File: src/rtl/lcd_cmd_sequencer.sv
// Table-driven ST7789V3 command sequencer: plays DC-tagged command/argument packets from a packed table.
// Per-entry short/long delays are honoured only when LCD_CMD_SEQ_DELAY_EN is defined.
module lcd_cmd_sequencer #(
  parameter int WORD_WIDTH   = 8,
  parameter int PACKET_WIDTH = WORD_WIDTH + 1,
  parameter int SEQ_DEPTH    = 64,
  parameter int NUM_SEQ      = 4,
  parameter int ARG_BITS     = 3,
  parameter int DLY_WIDTH    = 24,
  parameter logic [DLY_WIDTH-1:0] SHORT_DLY_CYCLES = 24'd150000,
  parameter logic [DLY_WIDTH-1:0] LONG_DLY_CYCLES  = 24'd12000000,
  parameter logic [SEQ_DEPTH*WORD_WIDTH-1:0]         SEQ_TABLE = '0,
  parameter logic [NUM_SEQ*$clog2(SEQ_DEPTH)-1:0]    SEQ_BASE  = '0
) (
  input  logic                                             clk,
  input  logic                                             rst,
  input  logic                                             start,
  input  logic [((NUM_SEQ > 1) ? $clog2(NUM_SEQ) : 1)-1:0] seq_sel,
  input  logic                                             upstream_wait,
  input  logic                                             ready,
  output logic                                             valid,
  output logic [PACKET_WIDTH-1:0]                          data,
  output logic                                             busy,
  output logic                                             done,
  output logic                                             err
);
  localparam int AW = $clog2(SEQ_DEPTH);

  typedef logic [AW:0]           addr_t;
  typedef logic [DLY_WIDTH-1:0]  dly_t;
  typedef logic [ARG_BITS-1:0]   cnt_t;
  typedef logic [WORD_WIDTH-1:0] word_t;

  localparam addr_t MAX_ADDR = addr_t'(SEQ_DEPTH - 1);
  localparam addr_t ONE      = addr_t'(1);
  localparam addr_t TWO      = addr_t'(2);
  localparam cnt_t  CNT_ONE  = cnt_t'(1);
  localparam dly_t  DLY_ONE  = dly_t'(1);

`ifdef LCD_CMD_SEQ_DELAY_EN
  localparam bit DLY_EN = 1'b1;
`else
  localparam bit DLY_EN = 1'b0;
`endif

  localparam logic [2:0] S_IDLE  = 3'd0;
  localparam logic [2:0] S_CMD   = 3'd1;
  localparam logic [2:0] S_ARGS  = 3'd2;
  localparam logic [2:0] S_DRAIN = 3'd3;
  localparam logic [2:0] S_STALL = 3'd4;

  // Out-of-range reads return zero; callers check the address before acting on the word.
  function automatic word_t word_at(input addr_t a);
    if (a > MAX_ADDR) return '0;
    return SEQ_TABLE[int'(a)*WORD_WIDTH +: WORD_WIDTH];
  endfunction

  function automatic logic is_end(input word_t m);
    return m[7] && m[6];
  endfunction

  logic [2:0] state, state_d;
  addr_t      ent, ent_d, ptr, ptr_d;
  word_t      meta_q, meta_d;
  cnt_t       cnt, cnt_d;
  dly_t       stall_ctr, stall_d;
  logic       done_d, err_d, adv;

  addr_t base_addr, nxt;
  word_t base_meta, nxt_meta;
  cnt_t  n_cur;
  logic  unused_meta;

  always_comb begin
    base_addr = addr_t'(SEQ_BASE[0 +: AW]);
    if (int'(seq_sel) < NUM_SEQ) base_addr = addr_t'(SEQ_BASE[int'(seq_sel)*AW +: AW]);
  end

  assign base_meta   = word_at(base_addr + ONE);
  assign n_cur       = meta_q[ARG_BITS-1:0];
  assign nxt         = ent + TWO + addr_t'(n_cur);
  assign nxt_meta    = word_at(nxt + ONE);
  assign unused_meta = ^{base_meta, nxt_meta, meta_q};

  always_comb begin
    state_d = state;
    ent_d   = ent;
    ptr_d   = ptr;
    meta_d  = meta_q;
    cnt_d   = cnt;
    stall_d = stall_ctr;
    done_d  = 1'b0;
    err_d   = 1'b0;
    adv     = 1'b0;
    case (state)
      S_IDLE: begin
        if (start) begin
          if (base_addr + ONE > MAX_ADDR) begin
            err_d  = 1'b1;
            done_d = 1'b1;
          end else if (is_end(base_meta)) begin
            done_d = 1'b1;
          end else begin
            ent_d   = base_addr;
            ptr_d   = base_addr;
            meta_d  = base_meta;
            state_d = S_CMD;
          end
        end
      end
      S_CMD: begin
        if (ready) begin
          if (n_cur == '0) begin
            state_d = S_DRAIN;
          end else if (ptr + TWO > MAX_ADDR) begin
            err_d   = 1'b1;
            done_d  = 1'b1;
            state_d = S_IDLE;
          end else begin
            ptr_d   = ptr + TWO;
            cnt_d   = n_cur;
            state_d = S_ARGS;
          end
        end
      end
      S_ARGS: begin
        if (ready) begin
          if (cnt == CNT_ONE) begin
            state_d = S_DRAIN;
          end else if (ptr + ONE > MAX_ADDR) begin
            err_d   = 1'b1;
            done_d  = 1'b1;
            state_d = S_IDLE;
          end else begin
            ptr_d = ptr + ONE;
            cnt_d = cnt - CNT_ONE;
          end
        end
      end
      S_DRAIN: begin
        if (!upstream_wait) begin
          if (DLY_EN && meta_q[7]) begin
            stall_d = LONG_DLY_CYCLES;
            state_d = S_STALL;
          end else if (DLY_EN && meta_q[6]) begin
            stall_d = SHORT_DLY_CYCLES;
            state_d = S_STALL;
          end else begin
            adv = 1'b1;
          end
        end
      end
      S_STALL: begin
        if (stall_ctr <= DLY_ONE) begin
          stall_d = '0;
          adv     = 1'b1;
        end else begin
          stall_d = stall_ctr - DLY_ONE;
        end
      end
      default: state_d = S_IDLE;
    endcase

    // Entry advance: the next entry's command and meta words must both be addressable.
    if (adv) begin
      if (nxt + ONE > MAX_ADDR) begin
        err_d   = 1'b1;
        done_d  = 1'b1;
        state_d = S_IDLE;
      end else if (is_end(nxt_meta)) begin
        done_d  = 1'b1;
        state_d = S_IDLE;
      end else begin
        ent_d   = nxt;
        ptr_d   = nxt;
        meta_d  = nxt_meta;
        state_d = S_CMD;
      end
    end
  end

  always_ff @(posedge clk) begin
    if (rst) begin
      state     <= S_IDLE;
      stall_ctr <= '0;
      done      <= 1'b0;
      err       <= 1'b0;
    end else begin
      state     <= state_d;
      stall_ctr <= stall_d;
      done      <= done_d;
      err       <= err_d;
    end
  end

  always_ff @(posedge clk) begin
    ent    <= ent_d;
    ptr    <= ptr_d;
    meta_q <= meta_d;
    cnt    <= cnt_d;
  end

  assign valid = (state == S_CMD) || (state == S_ARGS);
  assign busy  = (state != S_IDLE) || done;

  always_comb begin
    data = '0;
    if (valid) data = {state == S_ARGS, word_at(ptr)};
  end

endmodule

File: config.mk
export PLATFORM = sky130hd
export DESIGN_NAME = lcd_cmd_sequencer
export DESIGN_NICKNAME = d
export VERILOG_FILES = /design/src/rtl/lcd_cmd_sequencer.sv
export SDC_FILE = /design/constraint.sdc
export NUM_CORES = 1
export LEC_CHECK = 0
export ABC_AREA = 1
export CORE_ASPECT_RATIO = 0.5
export CORE_UTILIZATION = 38
export DETAILED_ROUTE_END_ITERATION = 10
export GPL_TIMING_DRIVEN = 0
export MAX_ROUTING_LAYER = met4
export PLACE_DENSITY_LB_ADDON = 0.3
export SETUP_SLACK_MARGIN = 0.02
export SLEW_MARGIN = 20
export SYNTH_ARGS = -nofsm -noshare
export SYNTH_HDL_FRONTEND = slang
export SYNTH_SLANG_ARGS = --single-unit
File: constraint.sdc
create_clock -name clk -period 7.17 [get_ports clk]
set_input_delay 0.717 -clock clk [delete_from_list [all_inputs] [get_ports clk]]
set_output_delay 0.717 -clock clk [all_outputs]
set_load 0.01 [all_outputs]
==> results.py, run 1 <==
metrics = {
    "setup_path": {
        "crit_path_max_incr_delay_ns": 0.38,
        "cp_top_family": "adder cells",
        "setup.worst_path.end_class": "flip-flop",
        "crit_chain": "inv_1 > ha_1 > inv_1 > ha_1 > inv_1 > fa_1 > inv_1 > nand2_1 > a21oi_2 > xor2_2 > and2b_2 > nand3_2 > nand2_4 > buf_8 > nand2_2 > o31ai_1",
        "cp_slowest_cell": "fa_1",
        "cp.arrival_ns": 2.91,
        "critPathBufInv": 5,
        "crit_path_start_kind": "flip-flop",
        "path_common_cell": "inv_1",
        "required_ns": 7.34,
        "critPathKind": "reg2reg",
        "crit_fanout": 10,
    },
    "timing": {
        "hold-worst-slack_ns": 0.482,
        "slew_viol_final": 0,
        "relSlewSlack_pct": 59.4,
        "final.setup.tns_ns": 0,
        "worst_slack_ns": 4.44,
        "rsz0062_at_grt": "false",
        "tightestPinTransition_ns": 0.609,
        "finalCritPeriodShare_pct": 38.1,
        "fin_skew_ns": 0.00149,
        "layout_min_cycle_time_ns": 2.73,
        "max_freq_mhz": 366,
        "finalSetupViolCount": 0,
        "final_hold_viol_count": 0,
    },
    "cells_and_area": {
        "drive_above_1_share_pct": 10.7,
        "design_area_mm2": 0.00224,
        "antennaDiodeCount": 0,
        "fin_nets": 347,
        "final_cell_mix": "nand2_1, inv_1, nand3_1",
        "layout_commonest_cell": "nand2_1",
        "syn_to_final_growth_pct": 12.5,
    },
    "run": {
        "cap_violations": 0,
    },
    "routing": {
        "drcViolationCount": 0,
        "routed_wl_mm": 4.50,
        "wl_per_cell_um": 11.6,
        "vias_per_cell": 4.87,
        "vias": 1888,
        "drt_iter0_markers": 100,
        "final_antenna_net_count": 0,
        "first_pass_iters": 4,
    },
    "pwr": {
        "peakVddDrop_mv": 0.0731,
        "clockPowerShare_pct": 19.1,
        "power_frac_seq_pct": 38.0,
        "swShare_pct": 40.6,
        "p_sw_mw": 0.177,
        "comb_power_share_pct": 42.9,
        "intPower_mw": 0.258,
        "p_leak_nw": 1.09,
        "pwr_density_cell_mw_per_mm2": 194,
    },
    "floorplan": {
        "fp.coreArea_mm2": 0.00498,
        "fp-row-count": 18,
        "die_h_um": 53.2,
        "pin_count": 20,
        "dieArea_mm2": 0.00555,
        "die_width_um": 104,
        "start_util_pct": 40.0,
    },
    "clock_tree": {
        "clock_latency_ns": 0.27,
        "cts.sinks": 23,
        "cts_resized": 0,
        "cts_tree": "built",
        "post_cts_buffers": 0,
        "root_buffer": "clkbuf_8",
        "path_clk_slew_ns": 0.08,
        "holdBufCountCts": 0,
        "cts-htree-levels": 1,
        "clock_path_buffers": 2,
        "cts_buffers": 3,
    },
    "placement": {
        "place_area_mm2": 0.00219,
        "pre_cts_ws_ns": 4.46,
        "numPortBuffers": 9,
        "dp_hpwl_mm": 3.63,
        "gp_congestion": 0.967,
    },
    "synth": {
        "async_reset_ff_share_pct": 0,
        "synth_seq_cells": 23,
        "synth_area_mm2": 0.00199,
        "yosysTopAreaCell": "dfxtp_1",
        "ys_seq_area_share_pct": 24.7,
        "synth.distinct_cells": 37,
        "synth.area.top_cells": "dfxtp_1, nand2_1, ha_1",
        "ys_warn_count": 0,
        "synthCells": 298,
        "synth_edf_count": 3,
        "synth_top_area_share_pct": 20.1,
        "syn-mean-instance-area_um2": 6.68,
        "synth_top_flop_cell": "dfxtp_1",
    },
    "grt": {
        "grt_max_degree": 13,
        "grt_pass1_wl_mm": 7.67,
        "grt_pass1_vias": 1731,
        "overflow": 0,
        "antenna_found_initial": 0,
        "grt.total_usage_pct": 18.2,
    },
    "worst_hold_path": {
        "hold_class": "reg2reg",
    },
    "status": {
        "status": "completed",
    },
}
==> cell type report <==
| type | instances | area [um^2] |
|---|---|---|
| fillers | 521 | 2740 |
| multi-input cells | 221 | 1240 |
| flip-flops and latches | 23 | 490 |
| inverters | 47 | 176 |
| plain buffers | 14 | 104 |
| repair buffers | 9 | 90.1 |
| well taps | 70 | 87.6 |
| clock buffers | 4 | 45.0 |
==> worst register-to-register path, stage by stage, from the launching register on <==
cell     delay [ns]
dfxtp_1        0.36
inv_1          0.08
ha_1           0.26
inv_1          0.06
ha_1           0.17
inv_1          0.06
fa_1           0.38
inv_1          0.07
nand2_1        0.07
a21oi_2        0.20
xor2_2         0.19
and2b_2        0.18
nand3_2        0.12
nand2_4        0.15
buf_8          0.14
nand2_2        0.07
o31ai_1        0.08
==> cells by family (layout without fill, tap and decap cells) <==
family                   Yosys count  after routing  synth area share [%]
AO/OA/AOI/OAI                     31             31                  9.25
XOR/XNOR                           6              6                  3.02
adder cells (fa/ha/maj)           21             21                  13.6
buffers and inverters             61             74                  14.1
flip-flops                        23             23                  24.7
other                              1              8                 0.188
AND/OR/NAND/NOR                  155            155                  35.2
==> routing by layer <==
| layer | share of wire, % | routed length (um) | vias to the layer above | GRT usage (%) |
|---|---|---|---|---|
| li1 | - | - | 978 | - |
| met1 | 47 | 2120 | 842 | 22.1 |
| met2 | 44 | 1980 | 62 | 30.4 |
| met3 | 7.7 | 346 | 6 | 4.19 |
| met4 | 1.2 | 53 | 0 | 6.90 |
| met5 | 0 | 0 | - | - |
==> power groups by stage <==
stage                     Clock (mW)  Combinational [mW]  Sequential (mW)
after CTS                     0.0852               0.187            0.165
after global routing          0.0894               0.213            0.168
after floorplan                    0               0.134            0.163
after global placement             0               0.183            0.167
after detailed placement           0               0.185            0.168
final                         0.0831               0.186            0.165
==> through the flow <==
step | utilization, % | power [mW] | cells
final | 45.0 | 0.435 | 388
after global routing | 45.0 | 0.471 | 388
after CTS | 45.0 | 0.437 | 388
after detailed placement | 44.1 | 0.353 | 384
after global placement | 44.1 | 0.351 | 384
after floorplan | - | 0.296 | 305
==> flip-flops by register name, indices dropped and copies added (netlist names) <==
register	cells
cnt	3
ptr	7
meta_q	3
done	1
state	2
ent	7
==> worst paths after layout <==
check                                from     end  slack [ns]  cells after the start
worst max register to register  meta_q[1]  ent[1]        4.44                     16
worst max-delay path            meta_q[1]  ent[1]        4.44                     16
worst min register to register     ent[0]  ent[0]        0.48                      2
worst min-delay path               ent[0]  ent[0]        0.48                      2
==> synthesized netlist by cell type (2+ instances only) <==
master	n
a21oi_1	6
a21oi_2	2
buf_2	2
buf_4	10
dfxtp_1	20
edfxtp_1	3
ha_1	20
inv_1	47
nand2_1	86
nand2_2	4
nand3_1	27
nand3_2	2
nand4_1	8
nor2_1	15
nor2_2	4
nor3_1	4
o21ai_0	12
o21ai_1	3
o31ai_1	2
xnor2_1	3
xor2_1	2
(Power assumes the default switching activity.)
==> run 2, diff against run 1 <==
- clock period: 7.17 -> 2.44 ns (I/O delays scaled with it)
==> results.py, run 2 (synthesized netlist as in run 1, its figures left out) <==
metrics = {
    "setup_path": {
        "crit_fanout": 6,
        "critPathKind": "reg2reg",
        "required_ns": 2.63,
        "crit_path_start_kind": "flip-flop",
        "r2r-end": "ent[5]",
        "setup.worst_path.end_class": "flip-flop",
        "cp.arrival_ns": 2.67,
        "rrSetupSlack_ns": -0.04,
        "r2r-start": "ent[1]",
        "worst-r2r-cell-count": 16,
    },
    "cells_and_area": {
        "multi_input_area_mm2": 0.00145,
        "final_cell_mix": "nand2_1, inv_1, nand3_1",
        "fillers": 454,
        "fin_nets": 360,
        "regArea_um2": 493,
        "largest_registers": "ent (7), ptr (7)",
        "antennaDiodeCount": 0,
        "syn_to_final_growth_pct": 29.2,
        "layout_commonest_cell": "nand2_1",
        "drive_above_1_share_pct": 25.7,
    },
    "timing": {
        "finalCritPeriodShare_pct": 102,
        "max_freq_mhz": 403,
        "final.setup.tns_ns": -0.213,
        "rsz0062_at_grt": "true",
        "final_hold_viol_count": 0,
        "slew_viol_final": 0,
        "tightestPinTransition_ns": 0.712,
        "fin_skew_ns": 0.00673,
        "relSlewSlack_pct": 52.4,
        "finalSetupViolCount": 10,
        "worst_slack_ns": -0.0404,
        "layout_min_cycle_time_ns": 2.48,
    },
    "routing": {
        "drt_iter0_markers": 96,
        "vias": 1983,
        "wl_per_cell_um": 12.5,
        "final_antenna_net_count": 0,
        "first_pass_iters": 4,
        "routed_wl_mm": 5.02,
        "vias_per_cell": 4.95,
        "drcViolationCount": 0,
    },
    "grt": {
        "grt_pass1_wl_mm": 8.10,
        "antenna_found_initial": 0,
        "grt_pass1_vias": 1838,
        "grt_max_degree": 15,
        "grt.total_usage_pct": 19.0,
        "overflow": 0,
    },
    "floorplan": {
        "fp.coreArea_mm2": 0.00498,
        "fp-row-count": 18,
        "die_width_um": 104,
        "die_h_um": 53.2,
        "dieArea_mm2": 0.00555,
        "pin_count": 20,
        "start_util_pct": 40.0,
    },
    "worst_hold_path": {
        "min_to": "ent[3]",
        "min_path_cells": 2,
        "hp-start": "ent[3]",
        "hold_class": "reg2reg",
    },
    "placement": {
        "dp_hpwl_mm": 3.73,
        "gp_congestion": 0.984,
        "numPortBuffers": 9,
    },
    "run": {
        "cap_violations": 0,
    },
    "pwr": {
        "p_leak_nw": 1.25,
        "finalPower_mw": 1.39,
        "peakVddDrop_mv": 0.302,
        "pwr_density_cell_mw_per_mm2": 541,
    },
    "clock_tree": {
        "cts_buffers": 3,
        "cts_tree": "built",
        "clock_path_buffers": 2,
        "path_clk_slew_ns": 0.09,
        "cts.sinks": 23,
        "cts-htree-levels": 1,
        "holdBufCountCts": 0,
        "root_buffer": "clkbuf_8",
        "clock_latency_ns": 0.27,
    },
    "status": {
        "status": "complete, but fails checks",
        "violations": "setup timing",
    },
}
-- run 2: changes by cell type in the layout (fill, tap and decap cells not counted), sizes merged --
cell / delta
buf: +13
clkbuf: -1
clkinvlp: +1
-- run 2: how the worst max path moves through the flow --
stage                   to  startpoint  cells after the start  slack (ns)
floorplan           ent[5]   meta_q[1]                     16        0.03
global placement    ent[5]   meta_q[1]                     16       -0.21
detailed placement  ent[5]   meta_q[1]                     16       -0.26
CTS                 ent[2]   meta_q[1]                     16       -0.04
global route        ent[5]   meta_q[1]                     15       -0.18
finish              ent[5]      ent[1]                     16       -0.04
-- run 2: worst max-delay path, stage by stage (launching register included) --
cell and delay [ns]:
dfxtp_2 0.33, inv_2 0.04, ha_4 0.22, inv_2 0.06
ha_4 0.14, inv_2 0.04, fa_2 0.36, inv_2 0.06
nand2_2 0.05, a21oi_2 0.18, xor2_2 0.21, and2b_2 0.21
nand3_4 0.11, nand2_8 0.13, buf_12 0.14, nand2_4 0.06
o31ai_4 0.05
-- run 2: per-layer routing --
| layer | global-route usage (%) | up-vias | share of wire, % |
|---|---|---|---|
| met2 | 36.4 | 65 | 49 |
| met4 | 7.86 | 0 | 1.7 |
| met3 | 2.22 | 12 | 6.0 |
| li1 | - | 994 | - |
| met1 | 20.9 | 912 | 43 |
| met5 | - | - | 0 |
-- run 2: area by class of cell --
class                      instances  share of cell area (%)
timing repair buffer              22                    8.08
tap                               70                    3.41
inverter                          47                    6.86
sequential                        23                    19.2
clock inverter                     1                   0.292
multi-input combinational        221                    56.4
clock buffer                       3                    1.61
buffer                            14                    4.23
-- run 2: what timing repair did --
item | CTS | global route
cloned | 1 | 0
setup buffers | 10 | 3
pin swaps | 16 | 10
gates resized for setup | 37 | 21
endpoints found under the setup margin | 20 | 19
-- run 2: per-stage QoR --
step	util, %	area, um^2	hold WS, ns	cells	setup WS [ns]
after global routing	51.7	2570	0.517	401	-0.182
after floorplan	-	2020	0.313	305	0.0274
final	51.7	2570	0.492	401	-0.0404
after CTS	49.8	2480	0.477	399	-0.0449
after detailed placement	44.1	2190	0.472	384	-0.260
after global placement	44.1	2190	0.463	384	-0.207
-- run 2: report_power, final --
group	switching, mW	total, mW	internal [mW]
Combinational	0.396	0.657	0.262
Sequential	0.0570	0.489	0.432
Clock	0.130	0.246	0.116
Total	0.583	1.39	0.809
